`src/rtl/serial_rx_pkg.sv`:
```
//==============================================================================
// Module   : serial_rx_pkg
// Purpose  : Shared types and constants for the serial frame receiver.
// Revision : 1.0 - initial release
//==============================================================================
`default_nettype none

package serial_rx_pkg;

    typedef enum logic [2:0] {
        IDLE   = 3'd0,
        DATA   = 3'd1,
        PARITY = 3'd2,
        STOP   = 3'd3,
        BREAK  = 3'd4
    } state_t;

    localparam logic IDLE_LEVEL = 1'b1;

    function automatic int bit_cnt_width(input int width);
        return $clog2(width + 1);
    endfunction

endpackage

`default_nettype wire

```
`src/rtl/serial_shift_in.sv`:
```
//==============================================================================
// Module   : serial_shift_in
// Purpose  : Serial-in/parallel-out register, MSB first, with running parity.
// Revision : 1.0 - initial release
//==============================================================================
`default_nettype none

module serial_shift_in #(
    parameter int WIDTH = 8
) (
    input  logic             clk,
    input  logic             rst,
    input  logic             i_clr,
    input  logic             i_en,
    input  logic             i_bit,
    output logic [WIDTH-1:0] o_data,
    output logic             o_parity
);

    logic [WIDTH-1:0] r_data;
    logic             r_parity;

    always_ff @(posedge clk or posedge rst) begin
        if (rst) begin
            r_data   <= '0;
            r_parity <= 1'b0;
        end else if (i_clr) begin
            r_data   <= '0;
            r_parity <= 1'b0;
        end else if (i_en) begin
            r_data   <= {r_data[WIDTH-2:0], i_bit};
            r_parity <= r_parity ^ i_bit;
        end
    end

    assign o_data   = r_data;
    assign o_parity = r_parity;

endmodule

`default_nettype wire

```
`src/rtl/serial_frame_receiver.sv`:
```
//==============================================================================
// Module   : serial_frame_receiver
// Purpose  : Framed serial byte receiver with parity/framing checks and counter.
// Revision : 1.0 - initial release
//==============================================================================
`default_nettype none

module serial_frame_receiver
    import serial_rx_pkg::*;
#(
    parameter int WIDTH     = 8,
    parameter bit PARITY_EN = 1'b1,
    parameter bit ODD       = 1'b0
) (
    input  logic             clk,
    input  logic             rst,
    input  logic             SI,
    output logic [WIDTH-1:0] PO,
    output logic             valid,
    output logic             parity_err,
    output logic             frame_err,
    output logic             busy,
    output logic [7:0]       count
);

    localparam int CW = bit_cnt_width(WIDTH);

    state_t           r_state;
    state_t           w_next;
    logic [CW-1:0]    r_bit_cnt;
    logic             r_par_fail;
    logic [WIDTH-1:0] w_data;
    logic             w_parity;
    logic             w_clr;
    logic             w_shift_en;
    logic             w_set_pfail;
    logic             w_load;
    logic             w_perr_n;
    logic             w_ferr_n;

    serial_shift_in #(
        .WIDTH(WIDTH)
    ) u_shift (
        .clk     (clk),
        .rst     (rst),
        .i_clr   (w_clr),
        .i_en    (w_shift_en),
        .i_bit   (SI),
        .o_data  (w_data),
        .o_parity(w_parity)
    );

    always_ff @(posedge clk or posedge rst) begin
        if (rst) r_state <= IDLE;
        else     r_state <= w_next;
    end

    always_comb begin
        w_next      = r_state;
        w_clr       = 1'b0;
        w_shift_en  = 1'b0;
        w_set_pfail = 1'b0;
        w_load      = 1'b0;
        w_perr_n    = 1'b0;
        w_ferr_n    = 1'b0;
        unique case (r_state)
            IDLE: begin
                if (SI != IDLE_LEVEL) begin
                    w_clr  = 1'b1;
                    w_next = DATA;
                end
            end
            DATA: begin
                w_shift_en = 1'b1;
                if (r_bit_cnt == CW'(WIDTH - 1))
                    w_next = PARITY_EN ? PARITY : STOP;
            end
            PARITY: begin
                // Parity bit closes the running XOR; a good frame lands on ODD.
                w_set_pfail = ((w_parity ^ SI) != ODD);
                w_next      = STOP;
            end
            STOP: begin
                if (SI == IDLE_LEVEL) begin
                    w_load   = ~r_par_fail;
                    w_perr_n = r_par_fail;
                    w_next   = IDLE;
                end else begin
                    w_ferr_n = 1'b1;
                    w_perr_n = r_par_fail;
                    w_next   = BREAK;
                end
            end
            BREAK: begin
                if (SI == IDLE_LEVEL) w_next = IDLE;
            end
            default: w_next = IDLE;
        endcase
    end

    always_ff @(posedge clk or posedge rst) begin
        if (rst) begin
            r_bit_cnt  <= '0;
            r_par_fail <= 1'b0;
            PO         <= '0;
            valid      <= 1'b0;
            parity_err <= 1'b0;
            frame_err  <= 1'b0;
            count      <= 8'd0;
        end else begin
            valid      <= w_load;
            parity_err <= w_perr_n;
            frame_err  <= w_ferr_n;
            if (w_clr) begin
                r_bit_cnt  <= '0;
                r_par_fail <= 1'b0;
            end else begin
                if (w_shift_en)  r_bit_cnt  <= r_bit_cnt + CW'(1);
                if (w_set_pfail) r_par_fail <= 1'b1;
            end
            if (w_load) begin
                PO    <= w_data;
                count <= count + 8'd1;
            end
        end
    end

    assign busy = (r_state != IDLE);

endmodule

`default_nettype wire

```
`config.mk`:
```
export PLATFORM = sky130hd
export DESIGN_NAME = serial_frame_receiver
export DESIGN_NICKNAME = d
export VERILOG_FILES = /design/src/rtl/serial_rx_pkg.sv /design/src/rtl/serial_shift_in.sv /design/src/rtl/serial_frame_receiver.sv
export SDC_FILE = /design/constraint.sdc
export NUM_CORES = 1
export LEC_CHECK = 0
export ABC_CLOCK_PERIOD_IN_PS = 3000
export CORE_MARGIN = 1
export CORE_UTILIZATION = 50
export CTS_CLUSTER_SIZE = 10
export DETAILED_ROUTE_END_ITERATION = 7
export HOLD_SLACK_MARGIN = 0.15
export PLACE_DENSITY = 0.74
export SLEW_MARGIN = 20
export SYNTH_ARGS = -nofsm -noshare
export SYNTH_HDL_FRONTEND = slang
export SYNTH_HIERARCHICAL = 1
export SYNTH_SLANG_ARGS = --single-unit
```
`constraint.sdc`:
```
create_clock -name clk -period 3 [get_ports clk]
set_clock_uncertainty 0.2 [all_clocks]
set_input_delay 0.3 -clock clk [delete_from_list [all_inputs] [get_ports clk]]
set_output_delay 0.3 -clock clk [all_outputs]
set_load 0.03 [all_outputs]
```
Yosys cells after proc, flatten, opt, wreduce, memory -nomap -nowiden
Index checks and enable logic that the tools add are counted.
W data, S select, Z words.
{"block": "op_classes", "add_sub_neg": 2, "eq_ne": 8, "muxes": 21, "bitwise": 2, "n_reduce_logical": 5}
{"cell": "$mux W8", "n": 2}
{"cell": "$pmux W3 S5", "n": 1}
{"cell": "$mux W1", "n": 12}
{"cell": "$mux W3", "n": 4}
{"cell": "$add A8 B1 Y8 const B", "n": 1}
{"cell": "$mux W4", "n": 2}
{"cell": "$eq A3 B2 Y1 const B", "n": 2}
{"cell": "$ne A2 B2 Y1 const B", "n": 3}
{"cell": "$add A4 B1 Y4 const B", "n": 1}
{"cell": "$eq A4 B3 Y1 const B", "n": 1}
{"cell": "$reduce_bool A2 Y1", "n": 2}
{"cell": "$eq A3 B1 Y1 const B", "n": 1}
{"cell": "$eq A3 B3 Y1 const B", "n": 1}
{"cell": "$logic_not A3 Y1", "n": 1}
{"cell": "$reduce_and A3 Y1", "n": 1}
{"cell": "$reduce_bool A3 Y1", "n": 1}
{"cell": "$not A1 Y1", "n": 1}
{"cell": "$xor A1 B1 Y1", "n": 1}
{"block": "totals", "regBits": 36, "elab_cells": 48}

Logic depth before layout (Yosys ltp)
Gate-level depths: netlist (run 1).
{"block": "depth", "depth_word": 4, "depth_mapped": 6, "ltp_nobuf": 4}

By module
Netlist (run 1), hierarchy kept.
{"module": "serial_frame_receiver", "n_inst": 1, "cells_each": 99, "area_each_um2": 1178.6, "seq_area_each_um2": 675.6}
{"module": "serial_shift_in", "n_inst": 1, "cells_each": 31, "area_each_um2": 380.4, "seq_area_each_um2": 225.2}

Worst setup path after synthesis (run 1)
Ideal clock, no wire load.
{"block": "synth_path", "kind": "reg-to-reg", "start": "reg r_state[1]", "end": "reg u_shift.r_data[0] (netlist: u_shift/o_data[0])", "arrival_ps": 1659, "t_required_ps": 2668, "path_slack_ps": 1010, "path_stages_with_launch": 5, "n_path_buf": 1, "period_less_slack_ps": 1990, "cell_sequence": "dfrtp_1 or3_2 nor2_1 buf_1 nor2_1"}
{"block": "synth_via", "elab_chain_cells": 3, "elab_cells_between_ends": 6}
{"item": "start, declared", "line": "serial_frame_receiver.sv:28", "text": "state_t r_state;"}
{"item": "start signal, assigned", "line": "serial_frame_receiver.sv:55", "text": "else r_state <= w_next;"}
{"item": "$logic_not A3 Y1 (*)", "line": "serial_frame_receiver.sv:66", "text": "unique case (r_state)"}
{"item": "$mux W1 (*)", "line": "serial_frame_receiver.sv:66"}
{"item": "named net w_clr", "line": "serial_frame_receiver.sv:34", "text": "logic w_clr;"}
{"item": "$mux W8 / $reduce_bool A2 Y1 (equally long branches)"}
{"item": "end signal, assigned", "line": "serial_shift_in.sv:31", "text": "r_data <= {r_data[WIDTH-2:0], i_bit};"}
{"item": "end, declared", "line": "serial_shift_in.sv:20", "text": "logic [WIDTH-1:0] r_data;"}
Mark *: on every way through the listed nets, which the timed path passes. The rest lies on a longest branch.
A chain may end at the register's enable or synchronous reset.

Worst setup path in the final report (run 1)
{"block": "layout_path", "start": "reg r_state[1]", "end": "out busy"}
{"block": "layout_via", "elab_chain_cells": 1}
{"item": "$reduce_bool A3 Y1", "line": "serial_frame_receiver.sv:128", "text": "assign busy = (r_state != IDLE);"}
{"item": "end, declared", "line": "serial_frame_receiver.sv:22", "text": "output logic busy,"}
No other way between the ends.

==> results.json, run 1 <==
{
  "finalSetupViolCount": 0,
  "via_count": 1057,
  "worst_r2r_endpoint": "u_shift/o_data[1]",
  "synth_top_area_share_pct": 57.78,
  "antenna_found_initial": 0,
  "clk_pin_slew_worst_paths_ns": 0.10,
  "slowest_stage": "clkdlybuf4s50_1",
  "run_status": "finished, violations left",
  "grt_usage_pct": 18.47,
  "ys_seq_elements": 36,
  "crit_path_end": "busy",
  "slowest_delay_ns": 0.60,
  "cts_resized": 0,
  "dieArea_um2": 3345,
  "hold_violations": 0,
  "power_leakage_nw": 0.8728,
  "area_growth_pct": 19.02,
  "root_buffer": "clkbuf_4",
  "dp_hpwl_um": 1810,
  "min_path_type": "reg2reg",
  "cts_tree": "built",
  "clk_latency_ns": 0.33,
  "avgSynthCellArea_um2": 11.99,
  "cts_buffer_depth": 2,
  "drc": 3,
  "yosysSeqAreaShare_pct": 57.78,
  "post-cts-setup-buffer-count": 0,
  "synth_area_leaders": "dfrtp_1 (58%), mux2_2 (6.5%), mux2i_1 (5.1%), nor2_1 (3.4%), xor2_1 (3.4%)",
  "nets": 163,
  "synthCells": 130,
  "reg2reg_from": "r_state[0]",
  "cp_cell_sequence": "or3_2 -> clkdlybuf4s50_1",
  "antennaDiodeCount": 0,
  "cp_max_fo": 8,
  "worstMarginPinSlew_ns": 0.9383,
  "synth_cell_types": 31,
  "synth_xor_area_share_pct": 5.056,
  "rsz0062_at_grt": "no",
  "timing.fmax_mhz": 413.1,
  "grt_max_degree": 28,
  "viasPerCell": 5.593,
  "startpoint_type": "register",
  "num_rows": 19,
  "numCtsBuffers": 5,
  "worstRegToRegCells": 4,
  "gp_congestion": 0.8236,
  "place_area_um2": 1799,
  "drtPass1Iterations": 8,
  "end_kind": "output pin",
  "netlist.top_cell.by_area": "dfrtp_1",
  "worstSetupPathType": "reg2out",
  "cp-startpoint": "r_state[1]",
  "period_needed_ns": 2.421,
  "place_ws_ns": 0.7663,
  "power_density_nw_per_um2": 903.1,
  "finalSetupTns_ns": 0,
  "coreArea_um2": 2853,
  "cp_data_arrival_time_ns": 1.92,
  "drv_cap": 0,
  "syn_area_um2": 1559,
  "dr.first_iter.drc_count": 42,
  "wl_um": 2596,
  "synth_top_family_by_area": "simple AND/OR/NAND/NOR gates",
  "synth_compound_gate_area_share_pct": 5.377,
  "synth_mux_area_share_pct": 11.64,
  "p_total_mw": 1.676,
  "synth_fp_nets": 135,
  "maxSlewViolCount": 0,
  "hold_slack_ns": 0.2784,
  "drive_above_1_share_pct": 16.46,
  "wire_per_inst_um": 13.74,
  "peakVddDrop_uv": 445.9,
  "clock-sinks": 36,
  "cts_hold_buf": 1,
  "ys.warnings.count": 6,
  "grt_pass1_vias": 1071,
  "synth_fa_ha_area_share_pct": 1.605,
  "grt_pass1_wl_um": 4595,
  "antenna_left": 0,
  "overflow": 0,
  "final_area_um2": 1856,
  "reg2reg_slack_ns": 1.02,
  "setup_slack_ns": 0.5794,
  "cts_max_level": 2,
  "die_width_um": 57.84,
  "port_buffers": 22,
  "synth-simple-area-share_pct": 14.45,
  "start_util_pct": 54.65,
  "fp.dieH_um": 57.84,
  "post-route-period-util_pct": 80.69,
  "failed_checks": "DRC",
  "cp.required_ns": 2.50,
  "maxSlewHeadroom_pct": 37.06,
  "pin_count": 23
}
worst min-delay path by stage:
stage,cells after the start,startpoint,end,slack (ns)
after CTS,1,count[7],count[7],0.29
after global placement,1,count[7],count[7],0.26
final,1,count[7],count[7],0.28
after detailed placement,1,count[7],count[7],0.27
after floorplan,1,rst,u_shift/o_data[0],-0.07
after global routing,1,count[7],count[7],0.31
synth_stat cells (all sizes together):
| library cell | number |
|---|---|
| buf | 4 |
| nand3b | 2 |
| or3b | 2 |
| a21bo | 1 |
| xnor2 | 3 |
| nand4 | 1 |
| and3b | 1 |
| a21o | 1 |
| nand2b | 1 |
| or3 | 3 |
| mux2i | 8 |
| dfrtp | 36 |
| nor4 | 3 |
| mux2 | 9 |
| nor2 | 14 |
| nor3 | 3 |
| a211oi | 1 |
| and4bb | 1 |
| xor2 | 6 |
| nand2 | 4 |
| inv | 8 |
| a21oi | 8 |
| nand3 | 6 |
| o21ai | 2 |
| ha | 2 |
layout make-up:
cell class                      instances  area (um^2)
Sequential cell                        36        900.9
Multi-Input combinational cell         82        594.3
Tap cell                               31        38.79
Clock inverter                          1        5.005
Inverter                                8        30.03
Fill cell                             233        997.2
Clock buffer                            6        41.29
Timing Repair Buffer                   25        245.2
through the flow:
step	util, %	std cells
after floorplan	-	130
after global placement	63.07	181
after detailed placement	63.07	181
after CTS	65.04	189
after global routing	65.04	189
final	65.04	189
flip-flops by register name, summed over array words and instances, names as in the netlist:
name              cells
PO                    8
count                 8
u_shift/o_data        8
r_bit_cnt             4
r_state               3
frame_err             1
parity_err            1
r_par_fail            1
u_shift/o_parity      1
valid                 1
power breakdown:
group	switching (mW)	leakage (nW)	internal [mW]
sequential	0.128	0.466	0.631
combinational	0.359	0.379	0.322
clock	0.150	0.0281	0.0864
cell usage in the layout, fill, tap and decap left out, drive strengths merged:
| master | count |
|---|---|
| a21bo | 1 |
| a21o | 1 |
| nand3b | 2 |
| a21oi | 8 |
| and4bb | 1 |
| a211oi | 1 |
| mux2i | 8 |
| buf | 2 |
| xor2 | 6 |
| nor4 | 3 |
| clkbuf | 6 |
| nand4 | 1 |
| or3b | 2 |
| dlygate4sd3 | 1 |
| nand3 | 6 |
| mux2 | 9 |
| or3 | 3 |
| nand2b | 1 |
| and3b | 1 |
| nor3 | 3 |
| nand2 | 4 |
| o21ai | 2 |
| clkinv | 2 |
| clkdlybuf4s50 | 22 |
| dfrtp | 36 |
| ha | 2 |
| nor2 | 14 |
| xnor2 | 3 |
| inv | 7 |
cells by family (layout without fill, tap and decap cells):
logic type,after synthesis,in the layout
xor+xnor,9,9
buf+inv,12,40
simple gates,41,41
flops,36,36
fa+ha+maj,2,2
compound gates,13,13
mux,17,17
routing by layer:
metal | global-route usage [%] | share of wire [%]
met5 | 0 | 0
met4 | 10.54 | 2.4
met3 | 4.911 | 3.4
met2 | 31.36 | 49
met1 | 21.04 | 45
worst max-delay path, delay by kind of cell, from the launching register on:
family | cells | cell delay (ns)
buf+inv | 1 | 0.60
flops | 1 | 0.47
simple gates | 1 | 0.51
No activity file was read; power rests on OpenSTA's default activity.
==> inputs of run 2 (changes only) <==
ABC_CLOCK_PERIOD_IN_PS = 2300   (was 3000)
clock period = 2.3 ns   (was 3 ns; I/O delays follow)
==> run 2 against run 1 <==
  * The run still ends with DRC left
  * Sequential share of layout area is 0.84 points lower
  * Critical path depth stayed put
  * Clock-buffer cell count is 1 higher
  * Via count is 0.76% lower
  * First-iteration DRC count is 14% higher
  * Critical path type unchanged
  * Final cell count is 1.1% higher
  * Hold slack worse by 0.0020 ns
==> results.json, run 2 (synthesized netlist as in run 1, its figures left out) <==
{
  "grt_max_degree": 28,
  "p_int_mw": 1.413,
  "swShare_pct": 37.47,
  "root_buffer": "clkbuf_4",
  "finalSetupTns_ns": 0,
  "start_util_pct": 54.65,
  "setup_slack_ns": 0.1871,
  "p_total_mw": 2.259,
  "area_growth_pct": 21.11,
  "final_cell_mix": "dfrtp_1 (36), clkdlybuf4s50_1 (21), nor2_1 (14), mux2_2 (9)",
  "drc": 3,
  "cts_tree": "built",
  "worstMarginPinSlew_ns": 0.5366,
  "cts_buffer_depth": 2,
  "wire_per_inst_um": 14.10,
  "clk_latency_ns": 0.33,
  "peakVddDrop_uv": 683.7,
  "period_needed_ns": 2.113,
  "post-route-period-util_pct": 91.86,
  "slowest_delay_ns": 0.51,
  "drtPass1Iterations": 8,
  "worstSetupPathType": "reg2out",
  "run_status": "finished, violations left",
  "nets": 165,
  "finalSetupViolCount": 0,
  "min_path_type": "reg2reg",
  "cp_data_arrival_time_ns": 1.68,
  "dp_hpwl_um": 1842,
  "power_density_nw_per_um2": 1197,
  "clockPowerShare_pct": 16.6,
  "dieArea_um2": 3345,
  "final_common_cell": "dfrtp_1",
  "seq_power_share_pct": 43.8,
  "cp.required_ns": 1.87,
  "place_ws_ns": 0.3122,
  "numCtsBuffers": 5,
  "viasPerCell": 5.492,
  "hold_slack_ns": 0.2765,
  "end_kind": "output pin",
  "grt_pass1_vias": 1017,
  "drive_above_1_share_pct": 18.13,
  "timing.fmax_mhz": 473.3,
  "port_buffers": 22,
  "power.net_switching_uw": 846.6,
  "pin_count": 23,
  "clock-sinks": 36,
  "clk_pin_slew_worst_paths_ns": 0.11,
  "hold_violations": 0,
  "wl_um": 2694,
  "gp_congestion": 0.8124,
  "power_leakage_nw": 0.8953,
  "cp_cell_sequence": "or3_2 -> dlygate4sd2_1",
  "dr.first_iter.drc_count": 48,
  "antennaDiodeCount": 0,
  "grt-busiest-layer": "met2",
  "maxSlewViolCount": 0,
  "slowest_stage": "or3_2",
  "grt_util_met3_pct": 4.688,
  "rsz0062_at_grt": "no",
  "failed_checks": "DRC",
  "fin_util_pct": 66.18,
  "grt_pass1_wl_um": 4554,
  "grt_usage_pct": 18.47,
  "num_rows": 19,
  "comb_power_share_pct": 39.6,
  "startpoint_type": "register",
  "met2_usage_pct": 29.23,
  "via_count": 1049,
  "drv_cap": 0,
  "die_width_um": 57.84,
  "antenna_found_initial": 0,
  "overflow": 0,
  "coreArea_um2": 2853,
  "use_met1_pct": 22.86,
  "maxSlewHeadroom_pct": 64.19,
  "antenna_left": 0,
  "cts_max_level": 2,
  "fp.dieH_um": 57.84,
  "cp_max_fo": 8
}
run 2: metrics by stage:
step,cells,instance area [um^2]
after floorplan,130,1559
after global placement,183,1814
after CTS,191,1888
final,191,1888
after global routing,191,1888
after detailed placement,183,1814
run 2: worst paths after layout:
path	cells past startpoint	slack (ns)	startpoint	to
max	2	0.19	r_state[1]	busy
min	1	0.28	count[7]	count[7]
max reg2reg	4	0.30	r_state[0]	u_shift/o_data[4]
min reg2reg	1	0.28	count[7]	count[7]
max in group asynchronous	4	1.02	rst	PO[3]
min in group asynchronous	3	0.52	rst	u_shift/o_parity
run 2: power by group through the flow:
stage / registers [mW] / logic (mW) / clock network (mW)
floorplan: 1.11 / 0.528 / 0
global placement: 0.990 / 0.882 / 0
detailed placement: 1.01 / 0.903 / 0
CTS: 0.994 / 0.904 / 0.381
global route: 1.02 / 0.967 / 0.409
finish: 0.990 / 0.894 / 0.375
run 2: worst max-delay path: cells and delay by family (launching register included):
family | cells | cell delay [ns]
flops | 1 | 0.47
simple gates | 1 | 0.51
buf+inv | 1 | 0.37
run 2: cell type report:
cell class	count	area (um^2)
fill	227	964.7
sequential	36	900.9
multi-input combinational	82	594.3
timing repair buffer	27	259.0
clock buffer	7	65.06
tap	31	38.79
inverter	8	30.03
run 2: what timing repair did:
| item | 4_1_cts | 5_1_grt |
|---|---|---|
| hold buffers | 1 | 0 |
| endpoints found under the setup margin | 1 | 0 |
| resized for setup | 1 | 0 |
| hold endpoints to repair | 36 | 0 |
| buffers inserted | 0 | 0 |
run 2: layer usage:
layer	up-vias	wire, um
met5	-	0
met4	0	58
met3	7	106
met2	23	1288
met1	512	1240
li1	507	-
==> inputs of run 3 (changes only) <==
ABC_AREA = 1   (was not set)
==> run 3 against run 2 <==
  * The run now ends clean
  * Largest power group is now combinational cells
  * Power up 11%
  * Core utilization is 1.8 points lower
  * Wire length rose by 13%
  * Die area up 6.3%
  * Sequential share of layout area down 2.6 points
  * Largest cell class unchanged
  * Area after synthesis up 6.6%
  * First-iteration DRC count is 60% higher
  * Global-route usage increased by 1.1 points
  * Via count up 27%
  * Synthesized cell count rose by 53%
  * Worst setup slack gained 0.053 ns
==> results.json, run 3 <==
{
  "synth_ff_type": "dfrtp_1",
  "maxSlewViolCount": 0,
  "coreArea_um2": 3103,
  "finalSetupViolCount": 0,
  "reg2reg_from": "r_state[2]",
  "syn_area_um2": 1662,
  "cts_tree": "built",
  "antenna_found_initial": 0,
  "dr.first_iter.drc_count": 77,
  "worstSetupPathType": "reg2out",
  "pin_count": 23,
  "dp_hpwl_um": 2213,
  "reg2reg_slack_ns": 0.54,
  "numCtsBuffers": 5,
  "maxSlewHeadroom_pct": 65.78,
  "hold_path_end": "PO[6]",
  "clk_latency_ns": 0.33,
  "synth_top_area_share_pct": 54.22,
  "power_density_nw_per_um2": 1251,
  "num_rows": 20,
  "multiInputGateArea_um2": 640.6,
  "cts_max_level": 2,
  "run_status": "finished clean",
  "clockPowerShare_pct": 17.3,
  "grt_max_degree": 28,
  "ys_seq_elements": 36,
  "peakVddDrop_uv": 643.2,
  "avgSynthCellArea_um2": 8.350,
  "area_growth_pct": 20.18,
  "period_needed_ns": 2.060,
  "nFillCells": 291,
  "p_total_mw": 2.499,
  "synth_most_common_cell": "nand2_1",
  "critPathBufInv": 1,
  "post-route-period-util_pct": 89.57,
  "async_reset_ff_share_pct": 100.0,
  "seq_area_um2": 900.9,
  "antenna_left": 0,
  "startpoint_type": "register",
  "nets": 232,
  "power_leakage_nw": 1.044,
  "cts_buffer_depth": 2,
  "hold_depth": 2,
  "root_buffer": "clkbuf_4",
  "ys.warnings.count": 6,
  "synth_fp_nets": 204,
  "synth_common_cells": "nand2_1 (84), dfrtp_1 (36), inv_1 (19)",
  "power.net_switching_mw": 1.047,
  "final_area_um2": 1997,
  "grt_usage_pct": 19.58,
  "clock-sinks": 36,
  "comb_power_share_pct": 41.9,
  "cp_max_fo": 5,
  "cts_resized": 0,
  "clk_pin_slew_worst_paths_ns": 0.11,
  "crit_family": "buffers and inverters",
  "worst_r2r_endpoint": "r_state[1]",
  "start_util_pct": 53.55,
  "timing.fmax_mhz": 485.4,
  "cp_data_arrival_time_ns": 1.63,
  "final_common_cell": "nand2_1",
  "drv_cap": 0,
  "via_count": 1336,
  "swShare_pct": 41.91,
  "port_buffers": 22,
  "slowest_stage": "clkdlybuf4s50_1",
  "cp_cell_sequence": "nor2_1 -> nand2_1 -> clkdlybuf4s50_1",
  "finalSetupTns_ns": 0,
  "dieArea_um2": 3558,
  "synth_edf_count": 0,
  "antennaDiodeCount": 0,
  "hold_violations": 0,
  "drc": 0,
  "grt_pass1_vias": 1222,
  "wl_um": 3039,
  "drive_above_1_share_pct": 7.018,
  "rsz0062_at_grt": "no",
  "min_path_type": "reg2reg",
  "drtPass1Iterations": 4,
  "slowest_delay_ns": 0.59,
  "worstRegToRegCells": 6,
  "cp.required_ns": 1.87,
  "fin_util_pct": 64.35,
  "p_int_mw": 1.452,
  "wire_per_inst_um": 11.17,
  "seq_power_share_pct": 40.8,
  "gp_congestion": 0.7716,
  "grt_pass1_wl_um": 5050,
  "place_area_um2": 1911,
  "synthCells": 199,
  "netlist.top_cell.by_area": "dfrtp_1",
  "yosysSeqAreaShare_pct": 54.22,
  "end_kind": "output pin",
  "synth_area_leaders": "dfrtp_1 (54%), nand2_1 (19%), nand3_1 (5.1%), inv_1 (4.3%), nor2_1 (2.9%)",
  "worstMarginPinSlew_ns": 0.5127,
  "die_width_um": 59.65,
  "hold_slack_ns": 0.2787,
  "synth_cell_types": 19,
  "final_cell_mix": "nand2_1 (84), dfrtp_1 (36), clkdlybuf4s50_1 (22), inv_1 (19), nand3_1 (17)",
  "fp.dieH_um": 59.65,
  "overflow": 0,
  "viasPerCell": 4.912,
  "holdCritStartpoint": "PO[6]"
}
-- run 3: metal layers --
layer  up-vias  GRT usage (%)  wire length (um)
li1        669              -                 -
met1       630          23.93              1425
met2        30          33.02              1446
met3         7          3.930                94
met4         0          9.302                72
met5         -              0                 0
-- run 3: stage by stage --
step / cells / worst slack [ns]
2_1_floorplan: 199 / 0.8077
3_3_place_gp: 263 / 0.3562
3_5_place_dp: 263 / 0.2846
4_1_cts: 272 / 0.2330
5_1_grt: 272 / 0.1790
6_report: 272 / 0.2400
-- run 3: final cells by class --
cell class,instances,area share [%]
timing repair buffer,25,12.28
multi-input combinational,138,32.08
inverter,21,3.947
tap,44,2.757
clock buffer,6,2.068
clock inverter,2,1.754
sequential,36,45.11
-- run 3: cell families after synthesis --
group	Yosys count	share of synthesized area, %
AOI/OAI and AO/OA	8	2.410
xor gates and xnor gates	5	2.635
adders and majority gates	2	1.506
buffers and inverters	25	7.229
DFF	36	54.22
and+or+nand+nor	123	32.00
-- run 3: how the worst max path moves through the flow --
stage,from,depth (start not counted),slack [ns],endpoint
after floorplan,count[0],6,0.81,count[6]
after global placement,SI,7,0.36,u_shift/o_data[0]
after detailed placement,SI,7,0.28,u_shift/o_data[4]
after CTS,r_state[2],3,0.23,busy
after global routing,r_state[2],3,0.18,busy
final,r_state[2],3,0.24,busy
-- run 3: worst register-to-register path: stages, from the launching register on --
cell     delay (ns)
dfrtp_1        0.44
inv_1          0.11
nand3_1        0.16
inv_1          0.43
nand2_1        0.13
o21ai_0        0.12
nor2_1         0.06
-- run 3: timing repair --
item                                    CTS  global route
hold buffers                              1             0
endpoints found under the setup margin    0             0
buffers inserted                          0             0
endpoints found under the hold margin    36             0
-- run 3: power groups by stage --
stage | combinational [mW] | sequential [mW] | clock, mW
after global placement | 1.01 | 1.02 | 0
after floorplan | 0.588 | 1.17 | 0
after detailed placement | 1.05 | 1.03 | 0
after CTS | 1.06 | 1.02 | 0.440
final | 1.05 | 1.02 | 0.431
after global routing | 1.16 | 1.05 | 0.456
